$ cat config.mk
export PLATFORM = sky130hd
export DESIGN_NAME = pe_array_ctrl
export DESIGN_NICKNAME = d
export VERILOG_FILES = /design/src/rtl/pe_array_pkg.sv /design/src/rtl/pe_feed_skew.sv /design/src/rtl/pe_array_ctrl.sv
export SDC_FILE = /design/constraint.sdc
export NUM_CORES = 1
export LEC_CHECK = 0
export CORE_ASPECT_RATIO = 1.5
export CORE_MARGIN = 4
export CORE_UTILIZATION = 35
export DETAILED_ROUTE_END_ITERATION = 7
export PLACE_DENSITY = 0.52
export SYNTH_ARGS = -nofsm -noshare
export SYNTH_HDL_FRONTEND = slang
export SYNTH_SLANG_ARGS = --single-unit
$ cat constraint.sdc
create_clock -name clk -period 4.1 [get_ports clk]
set_clock_uncertainty 0.15 [all_clocks]
set_input_delay 0.82 -clock clk [delete_from_list [all_inputs] [get_ports clk]]
set_output_delay 0.82 -clock clk [all_outputs]
set_load 0.005 [all_outputs]
$ cat src/rtl/pe_array_pkg.sv
// Shared constants, state encoding and helpers for the systolic array sequencer.
package pe_array_pkg;

    localparam int N         = 4;
    localparam int K_MAX     = 32;
    localparam int KW        = $clog2(K_MAX + 1);
    localparam int TW        = KW + 1;
    localparam int RW        = $clog2(N);
    localparam int DRAIN_LEN = N;

    typedef enum logic [2:0] {
        IDLE,
        CLEAR,
        FEED,
        DRAIN,
        READ
    } state_t;

    function automatic int lane_lsb(input int lane);
        return lane * KW;
    endfunction

    // Requests beyond the buffer depth are clamped rather than rejected.
    function automatic logic [KW-1:0] sat_k_len(input logic [KW-1:0] k);
        return (k > KW'(K_MAX)) ? KW'(K_MAX) : k;
    endfunction

endpackage

$ cat src/rtl/pe_feed_skew.sv
// Per-lane skewed feed window: lane i is live for k_len cycles starting at t = i.
module pe_feed_skew
    import pe_array_pkg::*;
(
    input  logic [TW-1:0]   t,
    input  logic [KW-1:0]   k_len,
    output logic [N-1:0]    feed_en,
    output logic [N*KW-1:0] feed_idx
);

    localparam int UW = TW + 1;

    for (genvar i = 0; i < N; i++) begin : g_lane
        localparam logic [TW-1:0] LANE = TW'(i);

        logic [UW-1:0] lane_end;
        logic [TW-1:0] offset;

        // One extra bit keeps k_len + i from wrapping at K_MAX.
        assign lane_end   = UW'(k_len) + UW'(LANE);
        assign offset     = t - LANE;
        assign feed_en[i] = (t >= LANE) && (UW'(t) < lane_end);
        assign feed_idx[lane_lsb(i) +: KW] = feed_en[i] ? offset[KW-1:0] : '0;
    end

endmodule

$ cat src/rtl/pe_array_ctrl.sv
// Sequencer for an N x N systolic MAC array: clear, skewed feed, drain, then
// row-by-row readout under valid/ready.
module pe_array_ctrl
    import pe_array_pkg::*;
(
    input  logic            clk,
    input  logic            rst,
    input  logic            i_start,
    input  logic [KW-1:0]   i_k_len,
    output logic            o_busy,
    output logic            o_done,
    output logic            o_arr_clr,
    output logic [N-1:0]    o_feed_en,
    output logic [N*KW-1:0] o_feed_idx,
    output logic            o_res_valid,
    output logic [RW-1:0]   o_res_row,
    input  logic            i_res_ready
);

    state_t          state_q, state_d;
    logic [TW-1:0]   cnt_q, cnt_d;
    logic [RW-1:0]   row_q, row_d;
    logic [KW-1:0]   k_len_q, k_len_d;
    logic            busy_q, busy_d;
    logic            done_q, done_d;
    logic            clr_q, clr_d;
    logic            valid_q, valid_d;
    logic [RW-1:0]   res_row_q, res_row_d;
    logic [N-1:0]    feed_en_q, feed_en_d, skew_en;
    logic [N*KW-1:0] feed_idx_q, feed_idx_d, skew_idx;
    logic [TW-1:0]   feed_last;

    // Last FEED value of t: the final lane finishes k_len + N - 1 cycles in.
    assign feed_last = TW'(k_len_q) + TW'(N - 2);

    // Skew is evaluated on the next counter value so enables register in step with state.
    pe_feed_skew u_skew (
        .t        (cnt_d),
        .k_len    (k_len_q),
        .feed_en  (skew_en),
        .feed_idx (skew_idx)
    );

    always_comb begin
        state_d = state_q;
        cnt_d   = cnt_q;
        row_d   = row_q;
        k_len_d = k_len_q;
        done_d  = 1'b0;
        unique case (state_q)
            IDLE: begin
                if (i_start) begin
                    state_d = CLEAR;
                    k_len_d = sat_k_len(i_k_len);
                    cnt_d   = '0;
                    row_d   = '0;
                end
            end
            CLEAR: begin
                cnt_d   = '0;
                state_d = (k_len_q == '0) ? DRAIN : FEED;
            end
            FEED: begin
                if (cnt_q == feed_last) begin
                    cnt_d   = '0;
                    state_d = DRAIN;
                end else begin
                    cnt_d = cnt_q + TW'(1);
                end
            end
            DRAIN: begin
                if (cnt_q == TW'(DRAIN_LEN - 1)) begin
                    cnt_d   = '0;
                    state_d = READ;
                end else begin
                    cnt_d = cnt_q + TW'(1);
                end
            end
            READ: begin
                // Exit is tested before incrementing, so the row counter never wraps.
                if (i_res_ready) begin
                    if (row_q == RW'(N - 1)) begin
                        row_d   = '0;
                        state_d = IDLE;
                        done_d  = 1'b1;
                    end else begin
                        row_d = row_q + RW'(1);
                    end
                end
            end
            default: state_d = IDLE;
        endcase

        busy_d     = (state_d != IDLE);
        clr_d      = (state_d == CLEAR);
        valid_d    = (state_d == READ);
        res_row_d  = valid_d ? row_d : '0;
        feed_en_d  = (state_d == FEED) ? skew_en  : '0;
        feed_idx_d = (state_d == FEED) ? skew_idx : '0;
    end

    always_ff @(posedge clk or posedge rst) begin
        if (rst) begin
            state_q    <= IDLE;
            cnt_q      <= '0;
            row_q      <= '0;
            k_len_q    <= '0;
            busy_q     <= 1'b0;
            done_q     <= 1'b0;
            clr_q      <= 1'b0;
            valid_q    <= 1'b0;
            res_row_q  <= '0;
            feed_en_q  <= '0;
            feed_idx_q <= '0;
        end else begin
            state_q    <= state_d;
            cnt_q      <= cnt_d;
            row_q      <= row_d;
            k_len_q    <= k_len_d;
            busy_q     <= busy_d;
            done_q     <= done_d;
            clr_q      <= clr_d;
            valid_q    <= valid_d;
            res_row_q  <= res_row_d;
            feed_en_q  <= feed_en_d;
            feed_idx_q <= feed_idx_d;
        end
    end

    assign o_busy      = busy_q;
    assign o_done      = done_q;
    assign o_arr_clr   = clr_q;
    assign o_feed_en   = feed_en_q;
    assign o_feed_idx  = feed_idx_q;
    assign o_res_valid = valid_q;
    assign o_res_row   = res_row_q;

endmodule

==> results by group <==
Worst hold path
  – Hold Path Stages: 1
  – Hold WC Path Type: register to register

Detailed routing
  – Routed Antenna Nets: 0
  – DR vias/cell: between 5 and 6
  – Via count: 3058
  – Drt first pass iters: 4
  – WL per Instance: 17.2 um
  – Routed WL: 9890 um
  – DRC: 0
  – Iteration-0 DRC Markers: 162

Floorplan
  – Die extent in x: 88.8 um
  – Die H: 129 um
  – Starting Density: ~36%
  – Core Rows: 44
  – Top-level I/O count: 44
  – Die area: 0.0115 mm2
  – Core Region: 0.00963 mm2

Setup path
  – CP Depth: 12
  – Critical Path AT: just under 4 ns
  – Worst reg-to-reg path cell count: 12
  – Sequence of cells on the critical path: ha_2 -> nand3_1 -> xnor2_1 -> or4_4 -> o2111ai_2 -> nand2_2 -> ha_1 -> a211o_1 -> nor3_2 -> o311ai_1 -> maj3_2 -> nor4_1
  – WP data required: slightly above 4 ns
  – Critical-path top delay cell: or4_4
  – Crit-path max FO: 7
  – Buf/Inv on CP: 0
  – Cell family with most CP delay: simple AND/OR/NAND/NOR gates
  – CP Launch Type: register
  – CP Class: register to register
  – Max incr delay on CP: ~0.54 ns
  – Crit path capture type: register

Finish
  – Diodes inserted: 0
  – Final Cell Area: 0.00459 mm2
  – Final nets: 500
  – Fillers: between 900 and 1k
  – Share of layout cells above drive strength 1: 20.9%
  – Layout area overhead: 33.7%

Synth
  – Top cells by area, synth: dfrtp_1 (38%), ha_1 (11%), xnor2_1 (5.1%)
  – Post-Synthesis Cells: approximately 370
  – Ys async rst share: 100%
  – Synth area leader: dfrtp_1
  – Mapped Avg Cell Area: 9.32 um2
  – Synth Register Bits: 52
  – Post-synth top area share: 37.9%
  – Most common flop cell mapped by yosys: dfrtp_1
  – Synthesized area: 0.00343 mm2
  – Sequential area share after synthesis: 37.9%
  – Yosys Warn Count: 0
  – Cell variety after synth: about 60
  – Post-synth EDFFs: 0
  – Syn Nets: between 400 and 500

Power and ir drop
  – Pwr/cell area: 1050 mW/mm2
  – Worst VDD drop: roughly 0.46 mV
  – Tot Pwr: 0.00483 W
  – Leak: 2.09 nW

Place
  – Post-DP HPWL: 7610 um
  – PortBufs: 43
  – RD Place Congestion: 0.868
  – Area post-placement: between 0.004 and 0.005 mm2

Timing
  – RSZ-0062 raised after global routing: yes
  – Final period utilization: 94.3%
  – Slew Limit Fails: 0
  – FMAX: 259 MHz
  – Period minus WS final: approximately 3.9 ns
  – Fin. Hold Viols: 0
  – Final setup TNS: 0 ns
  – Setup-failing EPs final: 0
  – Relative slew slack: 27.9%
  – Slew @ Worst Pin: approximately 1.1 ns
  – Hold Slack: approximately 0.43 ns

Global routing
  – Vias in the first global route: 3000
  – Largest net degree at the start of global routing: 53
  – Initial antenna violation count: 0
  – Global-route wire length before repair: 15800 um
  – Gr usage total: between 10% and 20%
  – Grt total ovfl: 0

Clock tree
  – H-tree levels: 2
  – TritonCTS Buffers: 5
  – Clock sinks: between 50 and 60
  – Clock buffer depth: 2
  – Root Buffer: clkbuf_16
  – Clock slew at reported path FFs: ~0.070 ns
  – Clock latency on the worst-skew pair: 0.30 ns
  – CTS tree: yes

Run status
  – Status: complete, no violations

Run
  – Max_cap viols: 0
## area by class of cell
| type | count | area, um2 | share of cell area [%] |
|---|---|---|---|
| Clock inverter | 2 | 13.8 | 0.300 |
| Timing Repair Buffer | 99 | 851 | 18.5 |
| Inverter | 24 | 92.6 | 2.02 |
| Clock buffer | 6 | 139 | 3.03 |
| Sequential cell | 52 | 1300 | 28.4 |
| Tap cell | 115 | 144 | 3.14 |
| Multi-Input combinational cell | 277 | 2050 | 44.6 |
## what timing repair did
action / in CTS / in global routing
gates resized for setup: 0 / 20
hold buffers: 0 / 0
setup endpoints to repair: 0 / 21
buffers inserted: 0 / 4
## metal layers
layer	up-vias	GRT usage, %	part of all wire, %
met5	-	0	0
li1	1499	-	-
met1	1492	22.0	41
met4	0	7.03	2.1
met3	10	2.16	2.8
met2	57	32.0	54
## cell families (layout without fill, tap and decap cells)
logic type | count (synthesis) | in the layout | synth area share, %
buffers and inverters | 39 | 131 | 5.07
AND/OR/NAND/NOR | 132 | 132 | 20.9
adder cells (fa/ha/maj) | 32 | 32 | 11.6
XOR/XNOR | 33 | 33 | 8.42
AO/OA/AOI/OAI | 80 | 80 | 16.0
flip-flops | 52 | 52 | 37.9
## cells in the mapped netlist (all sizes together) (4+ instances only)
cell type,number
dfrtp,52
ha,31
nand2,23
nor2,23
inv,22
nor3,21
o21ai,21
xnor2,20
a21oi,15
nand3,15
xor2,13
nor4,11
clkbuf,9
buf,6
nand3b,6
a22o,5
nor3b,5
a211oi,4
and2,4
nand2b,4
nor2b,4
o211ai,4
or2,4
## path summary, 6_finish.rpt
check                                start             end  slack (ns)
worst max-delay path            k_len_q[2]  o_feed_idx[20]        0.23
worst min-delay path              row_q[1]        row_q[1]        0.43
worst max register to register  k_len_q[2]  o_feed_idx[20]        0.23
worst min register to register    row_q[1]        row_q[1]        0.43
max in group asynchronous              rst        cnt_q[3]        2.18
min in group asynchronous              rst  o_feed_idx[11]        0.96
## flip-flops by register name (all words and copies together), names as in the netlist
register / cells
row_q: 2
k_len_q: 6
state_q: 3
o_busy: 1
o_res_row: 2
o_feed_idx: 24
cnt_q: 7
o_res_valid: 1
o_arr_clr: 1
o_done: 1
o_feed_en: 4
## cells in the final DEF (no fill, tap or decap), types with 4 or more instances in the layout
master           netlist  routed
a211oi_1               4       4
a21oi_1               15      14
and2_1                 4       4
buf_4                  2      56
clkbuf_16              0       5
clkdlybuf4s50_1        0      43
dfrtp_1               52      52
ha_1                  31      30
inv_1                 21      20
nand2_1               23      21
nand2b_1               4       4
nand3_1               15      15
nand3b_1               6       6
nor2_1                23      23
nor2b_1                4       4
nor3_1                20      19
nor3b_1                5       4
nor4_2                 0       7
o211ai_1               4       4
o21ai_0               18      17
o21ai_1                3       4
xnor2_1               20      19
xor2_1                13      13
## metrics by stage
stage               cells  setup WS (ns)  util, %
global placement      563          0.192     44.8
detailed placement    563         0.0974     44.8
floorplan             368          0.299        -
global route          575        -0.0241     47.6
finish                575          0.232     47.6
CTS                   571          0.118     46.4
## where the power goes
part / total, W / internal (W) / switching [W]
sequential: 0.000822 / 0.000694 / 0.000128
clock: 0.000443 / 0.000245 / 0.000198
combinational: 0.00356 / 0.00168 / 0.00188
(Power assumes the default switching activity.)
